**config.mk**
```make
export PLATFORM = sky130hd
export DESIGN_NAME = clk_div_multi
export DESIGN_NICKNAME = d
export VERILOG_FILES = /design/src/rtl/clk_div_pkg.sv /design/src/rtl/clk_div_channel.sv /design/src/rtl/clk_div_multi.sv
export SDC_FILE = /design/constraint.sdc
export NUM_CORES = 1
export LEC_CHECK = 0
export ABC_AREA = 0
export CAP_MARGIN = 25
export CORE_UTILIZATION = 25
export CTS_CLUSTER_DIAMETER = 150
export DETAILED_ROUTE_END_ITERATION = 8
export HOLD_SLACK_MARGIN = 0.06
export PLACE_DENSITY = 0.49
export SLEW_MARGIN = 20
export SYNTH_ARGS = -nofsm -noshare
export SYNTH_HDL_FRONTEND = slang
export SYNTH_SLANG_ARGS = --single-unit
```
**constraint.sdc**
```tcl
create_clock -name clk -period 4.8 [get_ports clk]
set_input_delay 1.2 -clock clk [delete_from_list [all_inputs] [get_ports clk]]
set_output_delay 1.2 -clock clk [all_outputs]
set_load 0.005 [all_outputs]
```
**src/rtl/clk_div_pkg.sv**
```systemverilog
// Shared constants and helpers for the multi-channel clock divider.
// Imported by the channel and the top level.
package clk_div_pkg;

    localparam int DIV_W_DEF = 8;

    function automatic int ch_w(input int n);
        return (n > 1) ? $clog2(n) : 1;
    endfunction

    // High-phase length ceil(d/2); evaluated at 32 bits so d+1 cannot wrap.
    function automatic int unsigned hi_len(input int unsigned d);
        return (d + 1) >> 1;
    endfunction

endpackage

```
**src/rtl/clk_div_channel.sv**
```systemverilog
// One divider channel: phase counter, active/pending divisor and
// registered divided-output and period-start tick.
module clk_div_channel
    import clk_div_pkg::*;
#(
    parameter int DIV_W       = DIV_W_DEF,
    parameter int DEFAULT_DIV = 2
) (
    input  logic             clk,
    input  logic             rst,
    input  logic             en_i,
    input  logic             restart_i,
    input  logic             wr_en_i,
    input  logic [DIV_W-1:0] wr_div_i,
    output logic             ready_o,
    output logic             div_o,
    output logic             tick_o
);

    logic [DIV_W-1:0] cnt_q, cnt_d;
    logic [DIV_W-1:0] dcur_q, dcur_d;
    logic [DIV_W-1:0] dpend_q, dpend_d;
    logic             pend_q, pend_d;
    logic             div_q, div_d;
    logic             tick_q, tick_d;
    logic [DIV_W:0]   hi;
    logic             last;

    assign hi      = (DIV_W+1)'(hi_len(32'(dcur_q)));
    assign last    = (cnt_q == dcur_q - DIV_W'(1));
    assign ready_o = !pend_q;
    assign div_o   = div_q;
    assign tick_o  = tick_q;

    always_comb begin
        cnt_d   = cnt_q;
        dcur_d  = dcur_q;
        dpend_d = dpend_q;
        pend_d  = pend_q;
        div_d   = div_q;
        tick_d  = tick_q;
        if (!en_i || restart_i) begin
            // Idle/re-phase: flush any divisor straight into use.
            cnt_d  = '0;
            div_d  = 1'b0;
            tick_d = 1'b0;
            pend_d = 1'b0;
            if (wr_en_i) begin
                dcur_d = wr_div_i;
            end else if (pend_q) begin
                dcur_d = dpend_q;
            end
        end else begin
            tick_d = (cnt_q == '0);
            div_d  = ({1'b0, cnt_q} < hi);
            if (last) begin
                cnt_d = '0;
                if (pend_q) begin
                    dcur_d = dpend_q;
                    pend_d = 1'b0;
                end
            end else begin
                cnt_d = cnt_q + DIV_W'(1);
            end
            if (wr_en_i) begin
                dpend_d = wr_div_i;
                pend_d  = 1'b1;
            end
        end
    end

    always_ff @(posedge clk or negedge rst) begin
        if (!rst) begin
            cnt_q   <= '0;
            dcur_q  <= DIV_W'(DEFAULT_DIV);
            dpend_q <= '0;
            pend_q  <= 1'b0;
            div_q   <= 1'b0;
            tick_q  <= 1'b0;
        end else begin
            cnt_q   <= cnt_d;
            dcur_q  <= dcur_d;
            dpend_q <= dpend_d;
            pend_q  <= pend_d;
            div_q   <= div_d;
            tick_q  <= tick_d;
        end
    end

endmodule

```
**src/rtl/clk_div_multi.sv**
```systemverilog
// Multi-channel programmable clock-enable generator: config decode,
// write rejection and one divider channel per output bit.
module clk_div_multi
    import clk_div_pkg::*;
#(
    parameter int NUM_CH      = 4,
    parameter int DIV_W       = DIV_W_DEF,
    parameter int DEFAULT_DIV = 2,
    localparam int CH_W       = ch_w(NUM_CH)
) (
    input  logic              clk,
    input  logic              rst,
    input  logic              en,
    input  logic              sync_restart,
    input  logic              cfg_valid,
    output logic              cfg_ready,
    input  logic [CH_W-1:0]   cfg_ch,
    input  logic [DIV_W-1:0]  cfg_div,
    output logic              cfg_err,
    output logic [NUM_CH-1:0] div_out,
    output logic [NUM_CH-1:0] tick
);

    logic [NUM_CH-1:0] ch_ready;
    logic [NUM_CH-1:0] wr_en;
    logic              in_range;
    logic              ready_sel;
    logic              accept;
    logic              bad;
    logic              err_q, err_d;

    // Out-of-range channels report ready so the bad write completes.
    always_comb begin
        in_range  = 1'b0;
        ready_sel = 1'b1;
        for (int i = 0; i < NUM_CH; i++) begin
            if (cfg_ch == CH_W'(i)) begin
                in_range  = 1'b1;
                ready_sel = ch_ready[i];
            end
        end
    end

    assign cfg_ready = ready_sel;
    assign accept    = cfg_valid && ready_sel;
    assign bad       = (cfg_div == '0) || !in_range;
    assign err_d     = accept && bad;
    assign cfg_err   = err_q;

    always_ff @(posedge clk or negedge rst) begin
        if (!rst) begin
            err_q <= 1'b0;
        end else begin
            err_q <= err_d;
        end
    end

    for (genvar g = 0; g < NUM_CH; g++) begin : g_ch
        assign wr_en[g] = accept && !bad && (cfg_ch == CH_W'(g));

        clk_div_channel #(
            .DIV_W       (DIV_W),
            .DEFAULT_DIV (DEFAULT_DIV)
        ) u_ch (
            .clk       (clk),
            .rst       (rst),
            .en_i      (en),
            .restart_i (sync_restart),
            .wr_en_i   (wr_en[g]),
            .wr_div_i  (cfg_div),
            .ready_o   (ch_ready[g]),
            .div_o     (div_out[g]),
            .tick_o    (tick[g])
        );
    end

endmodule

```
==> impl_metrics.tcl, run 1 <==
set metrics [dict create \
    synth_top_area_share_pct 38.0 \
    grt_pass1_wl_microns 28100 \
    port_buffers 24 \
    vias_per_cell 4.95 \
    p_clk_share_pct 27.7 \
    drt_wl_total_microns 16500 \
    synth-main-ff-cell "dfrtp_1" \
    p_int_mw 1.91 \
    crit_type "input pin to output pin" \
    ys_seq_area_share_pct 39.5 \
    switchingPower_mw 1.01 \
    ys_async_sr_fraction_pct 100 \
    ctsResizeCount 0 \
    status "finished, final reports clean" \
    drcViolationCount 0 \
    ir_worst_vdd_mv 0.210 \
    clock.fmax_mhz 236 \
    final_util_pct 28.5 \
    cts_sinks 109 \
    fin_crit_sh_pct 88.3 \
    synthTopCellsByArea "dfrtp_1, ha_1, xor2_1" \
    power_leakage_nw 3.18 \
    setup.worst_path.start_class "input pin" \
    start_util_pct 25.6 \
    switching_share_pct 34.5 \
    grt_pass1_vias 5081 \
    cts.path.max_buffers 2 \
    cts_setup_buffers 0 \
    grt-ovfl-total 0 \
    antenna_found_initial 0 \
    synth.distinct_cells 58 \
    tns_ns 0 \
    hold_violations 0 \
    synth_nets 759 \
    grt.total_usage_pct 12.4 \
    antenna_cells 0 \
    setup_violations 0 \
    totalPowerFinal_mw 2.92 \
    io-pin-count 25 \
    cts_tree "yes" \
    min_period_ns 4.24 \
    worstPathCellList "clkdlybuf4s50_1 > mux4_2 > inv_1 > clkdlybuf4s50_1" \
    worst_ep_required_time_ns 3.60 \
    slowest_delay_ns 0.62 \
    drive_gt1_share_pct 10.2 \
    grt_max_degree 48 \
    ant_nets 0 \
    chipHeight_microns 168 \
    cts_inserted_buffers 9 \
    power_density_nw_per_um2 378 \
    slew_headroom_pct 43.0 \
    yosys_warnings 0 \
    clk_pin_slew_ns 0.08 \
    comb_power_share_pct 27.7 \
    place_congestion 0.788 \
    synth_seq_cells 109 \
    slowest_stage "mux4_2" \
    fin_skew_ns 0.0114 \
    ctsHoldBuffers 0 \
    critPathArrivalTime_ns 3.04 \
    placementRows 60 \
    clk_latency_ns 0.36 \
    syn-instance-count 700 \
    tightestPinTransition_ns 0.847 \
    endpoint_kind "output pin" \
    die_area_sq_um 28300 \
    slew_violations 0 \
    cp_common_cell "clkdlybuf4s50_1" \
    dr.pass1.iters 5 \
    final_cell_mix "dfrtp_1, nor2_1, xor2_1, ha_1, xnor2_1" \
    clockRootBuffer "clkbuf_16" \
    dp_hpwl_microns 11400 \
    fp.coreArea_sq_um 27000 \
    syn_area_per_cell_sq_um 9.87 \
    worstHoldPathType "flop to flop" \
    synth_edf_count 0 \
    syn_area_sq_um 6910 \
    final_common_cell "dfrtp_1" \
    p_seq_share_pct 44.6 \
    drtIter0Drc 293 \
    fillers 2854 \
    rsz0062_at_grt "false" \
    cts_htree_levels 3 \
    area_growth_pct 11.6 \
    yosysTopAreaCell "dfrtp_1" \
    crit_fanout 7 \
    vias 5125 \
    final_nets 749 \
    fp.dieW_microns 168 \
    drv_cap 0 \
    wire_per_inst_microns 15.9 \
]
cell families after synthesis:
| family | share of synthesized area (%) |
|---|---|
| simple gates | 15.6 |
| mux | 5.54 |
| flops | 39.5 |
| xor+xnor | 10.9 |
| buf+inv | 4.94 |
| compound gates | 15.6 |
| fa+ha+maj | 7.97 |
flip-flops by register name (all words and copies together), names as in the netlist:
register / flops
g_ch.u_ch.div_o: 4
cfg_err: 1
g_ch.u_ch.dpend_q: 32
g_ch.u_ch.pend_q: 4
g_ch.u_ch.dcur_q: 32
g_ch.u_ch.cnt_q: 32
g_ch.u_ch.tick_o: 4
worst max-delay path: cells and delay by family:
kind | cells | cell delay, ns
muxes | 1 | 0.62
buffers and inverters | 3 | 1.21
metrics by stage:
stage                     cell area (sq um)  std cells  hold slack [ns]  setup slack (ns)
final                                  7710       1036            0.512             0.564
after global routing                   7710       1036            0.528             0.496
after CTS                              7710       1036            0.514             0.552
after detailed placement               7400       1020            0.495             0.559
after global placement                 7400       1020            0.487             0.569
after floorplan                        6910        700            0.480              1.49
synth_stat cells, types with 7 or more instances:
library cell	n
a222oi_1	8
dfrtp_1	105
a21o_1	10
a31oi_1	8
nand4_1	8
a211oi_1	21
o22ai_1	24
clkbuf_1	38
xor2_1	45
o21ai_0	13
and3_1	11
nand3_1	39
nand2b_1	9
nand2_1	20
inv_1	23
nor3_1	23
nor4_1	9
buf_4	8
ha_1	44
o22a_1	8
a2bb2oi_1	7
xnor2_1	41
mux2_2	32
o32a_1	8
nor2_1	61
power by group through the flow:
stage               logic [mW]  clock network [mW]  registers [mW]
floorplan                0.764                   0            1.17
global placement         0.801                   0            1.32
detailed placement       0.811                   0            1.32
CTS                      0.819               0.838            1.30
global route             0.922               0.865            1.34
finish                   0.807               0.808            1.30
area by class of cell:
class | instances | area (sq um) | area share (%)
clock buffer | 10 | 229 | 2.97
timing repair buffer | 33 | 305 | 3.96
tap | 341 | 427 | 5.53
inverter | 27 | 101 | 1.31
clock inverter | 6 | 78.8 | 1.02
sequential | 109 | 2730 | 35.4
multi-input combinational | 510 | 3840 | 49.8
path summary, 6_finish.rpt:
path | depth (start not counted) | end | from | slack, ns
max in group asynchronous | 2 | g_ch[3].u_ch.dcur_q[1]$_DFFE_PN1P_ | rst | 3.01
worst min register to register | 1 | g_ch[3].u_ch.dpend_q[0]$_DFFE_PN0P_ | g_ch[3].u_ch.dpend_q[0]$_DFFE_PN0P_ | 0.51
worst max register to register | 7 | g_ch[0].u_ch.dcur_q[6]$_DFFE_PN0P_ | g_ch[0].u_ch.dcur_q[1]$_DFFE_PN1P_ | 1.99
min in group asynchronous | 1 | g_ch[3].u_ch.tick_o$_DFF_PN0_ | rst | 0.85
worst min-delay path | 1 | g_ch[3].u_ch.dpend_q[0]$_DFFE_PN0P_ | g_ch[3].u_ch.dpend_q[0]$_DFFE_PN0P_ | 0.51
worst max-delay path | 4 | cfg_ready | cfg_ch[0] | 0.56
layer usage:
metal  vias to the layer above  track usage (%)  share of wire (%)
li1                       2525                -                  -
met1                      2525             18.0                 52
met2                        64             19.1                 45
met3                        11             1.32                2.0
met4                         0             4.27                1.4
met5                         -                0                  0
Power figures use the tool's default switching activity.
==> inputs of run 2 (changes only) <==
- PLACE_DENSITY: 0.49 -> 0.43
==> run 2 against run 1 <==
  * Via count shrank 0.72%
  * Sequential power is essentially flat
  * Power is essentially flat
  * Largest cell class unchanged
  * Highest routed layer unchanged
==> impl_metrics.tcl, run 2 (synthesis gave the netlist of run 1 again) <==
set metrics [dict create \
    drive_gt1_share_pct 10.5 \
    r2r_cells 7 \
    hold_violations 0 \
    area_growth_pct 12.0 \
    ant_nets 0 \
    fp.dieW_microns 168 \
    crit_type "input pin to output pin" \
    clk_pin_slew_ns 0.07 \
    die_area_sq_um 28300 \
    ctsResizeCount 0 \
    antenna_cells 0 \
    fin_skew_ns 0.0125 \
    worstReg2RegEnd "g_ch[0].u_ch.dcur_q[3]$_DFFE_PN0P_" \
    slew_headroom_pct 44.6 \
    setup_violations 0 \
    port_buffers 24 \
    tightestPinTransition_ns 0.828 \
    cts_sinks 109 \
    fp.coreArea_sq_um 27000 \
    chipHeight_microns 168 \
    dp_worst_setup_slack_ns 0.558 \
    final_util_pct 28.6 \
    rr_startpoint "g_ch[0].u_ch.dcur_q[1]$_DFFE_PN1P_" \
    drt_wl_total_microns 16600 \
    tns_ns 0 \
    grt-ovfl-total 0 \
    cts.path.max_buffers 2 \
    crit_fanout 7 \
    start_util_pct 25.6 \
    power_density_nw_per_um2 377 \
    setup.worst_path.start_class "input pin" \
    layout.cells.non_filler 1038 \
    holdPathEnd "g_ch[0].u_ch.dpend_q[2]$_DFFE_PN0P_" \
    clk_latency_ns 0.36 \
    clockRootBuffer "clkbuf_16" \
    drv_cap 0 \
    clock.fmax_mhz 237 \
    wire_per_inst_microns 16.0 \
    vias_per_cell 4.90 \
    cts_inserted_buffers 9 \
    cp_common_cell "clkdlybuf4s50_1" \
    critPathArrivalTime_ns 3.03 \
    antenna_found_initial 0 \
    met2_usage_pct 19.2 \
    dp_cells 1022 \
    dp_hpwl_microns 11200 \
    min_period_ns 4.23 \
    slowest_stage "mux4_2" \
    slew_violations 0 \
    final_nets 751 \
    grt_max_degree 110 \
    ctsHoldBuffers 0 \
    grt_pass1_wl_microns 27800 \
    worstPathCellList "clkdlybuf4s50_1 > mux4_2 > inv_1 > clkdlybuf4s50_1" \
    grt_use_met1_pct 17.1 \
    min_path_cells 1 \
    grt.busiest_layer "met2" \
    ff2ff_setup_slack_ns 1.95 \
    worst_ep_required_time_ns 3.60 \
    top_regs "g_ch.u_ch.cnt_q (32), g_ch.u_ch.dcur_q (32), g_ch.u_ch.dpend_q (32)" \
    final_common_cell "dfrtp_1" \
    setup_ws_ns 0.574 \
    grt_use_met3_pct 2.42 \
    dr.pass1.iters 5 \
    placementRows 60 \
    fin_crit_sh_pct 88.0 \
    fillers 2886 \
    cts_htree_levels 3 \
    grt.total_usage_pct 12.4 \
    cts_tree "yes" \
    place_congestion 0.726 \
    power_leakage_nw 3.19 \
    grt_pass1_vias 5043 \
    totalPowerFinal_mw 2.92 \
    final_cell_mix "dfrtp_1, nor2_1, xor2_1, ha_1, xnor2_1" \
    slowest_delay_ns 0.64 \
    rsz0062_at_grt "false" \
    drtIter0Drc 248 \
    endpoint_kind "output pin" \
    drcViolationCount 0 \
    worstHoldPathType "flop to flop" \
    cts_setup_buffers 0 \
    vias 5088 \
    ir_worst_vdd_mv 0.164 \
    status "finished, final reports clean" \
    io-pin-count 25 \
    hold_start "g_ch[0].u_ch.dpend_q[2]$_DFFE_PN0P_" \
]
==> run 2: routing by layer <==
layer | routed length (microns) | up-vias | part of all wire [%]
li1 | - | 2518 | -
met1 | 8500 | 2493 | 51
met2 | 7300 | 63 | 44
met3 | 439 | 14 | 2.7
met4 | 320 | 0 | 1.9
met5 | 0 | - | 0
==> run 2: layout make-up <==
| type | instances | area [sq um] | area share, % |
|---|---|---|---|
| Multi-Input combinational cell | 510 | 3840 | 49.6 |
| Clock buffer | 10 | 229 | 2.96 |
| Sequential cell | 109 | 2730 | 35.3 |
| Tap cell | 341 | 427 | 5.51 |
| Inverter | 27 | 101 | 1.31 |
| Clock inverter | 6 | 78.8 | 1.02 |
| Timing Repair Buffer | 35 | 333 | 4.30 |
==> run 2: power by group <==
| part | internal, mW | switching, mW | leakage [nW] |
|---|---|---|---|
| logic | 0.420 | 0.385 | 1.66 |
| registers | 1.07 | 0.231 | 1.39 |
| clock network | 0.418 | 0.388 | 0.151 |
| total | 1.91 | 1.00 | 3.19 |
==> run 2: how the worst max path moves through the flow <==
stage                          from         to  cells after the start
after floorplan           cfg_ch[0]  cfg_ready                      3
after global placement    cfg_ch[0]  cfg_ready                      4
after detailed placement  cfg_ch[0]  cfg_ready                      4
after CTS                 cfg_ch[0]  cfg_ready                      4
after global routing      cfg_ch[0]  cfg_ready                      4
final                     cfg_ch[0]  cfg_ready                      4
==> run 2: metrics by stage <==
stage	hold WS [ns]	cell area, sq um
6_report	0.509	7740
3_5_place_dp	0.494	7430
2_1_floorplan	0.480	6910
4_1_cts	0.512	7740
3_3_place_gp	0.489	7430
5_1_grt	0.524	7740
==> run 2: critical path, delay by kind of cell <==
kind                   cells  cell delay [ns]
buffers and inverters      3             1.18
muxes                      1             0.64
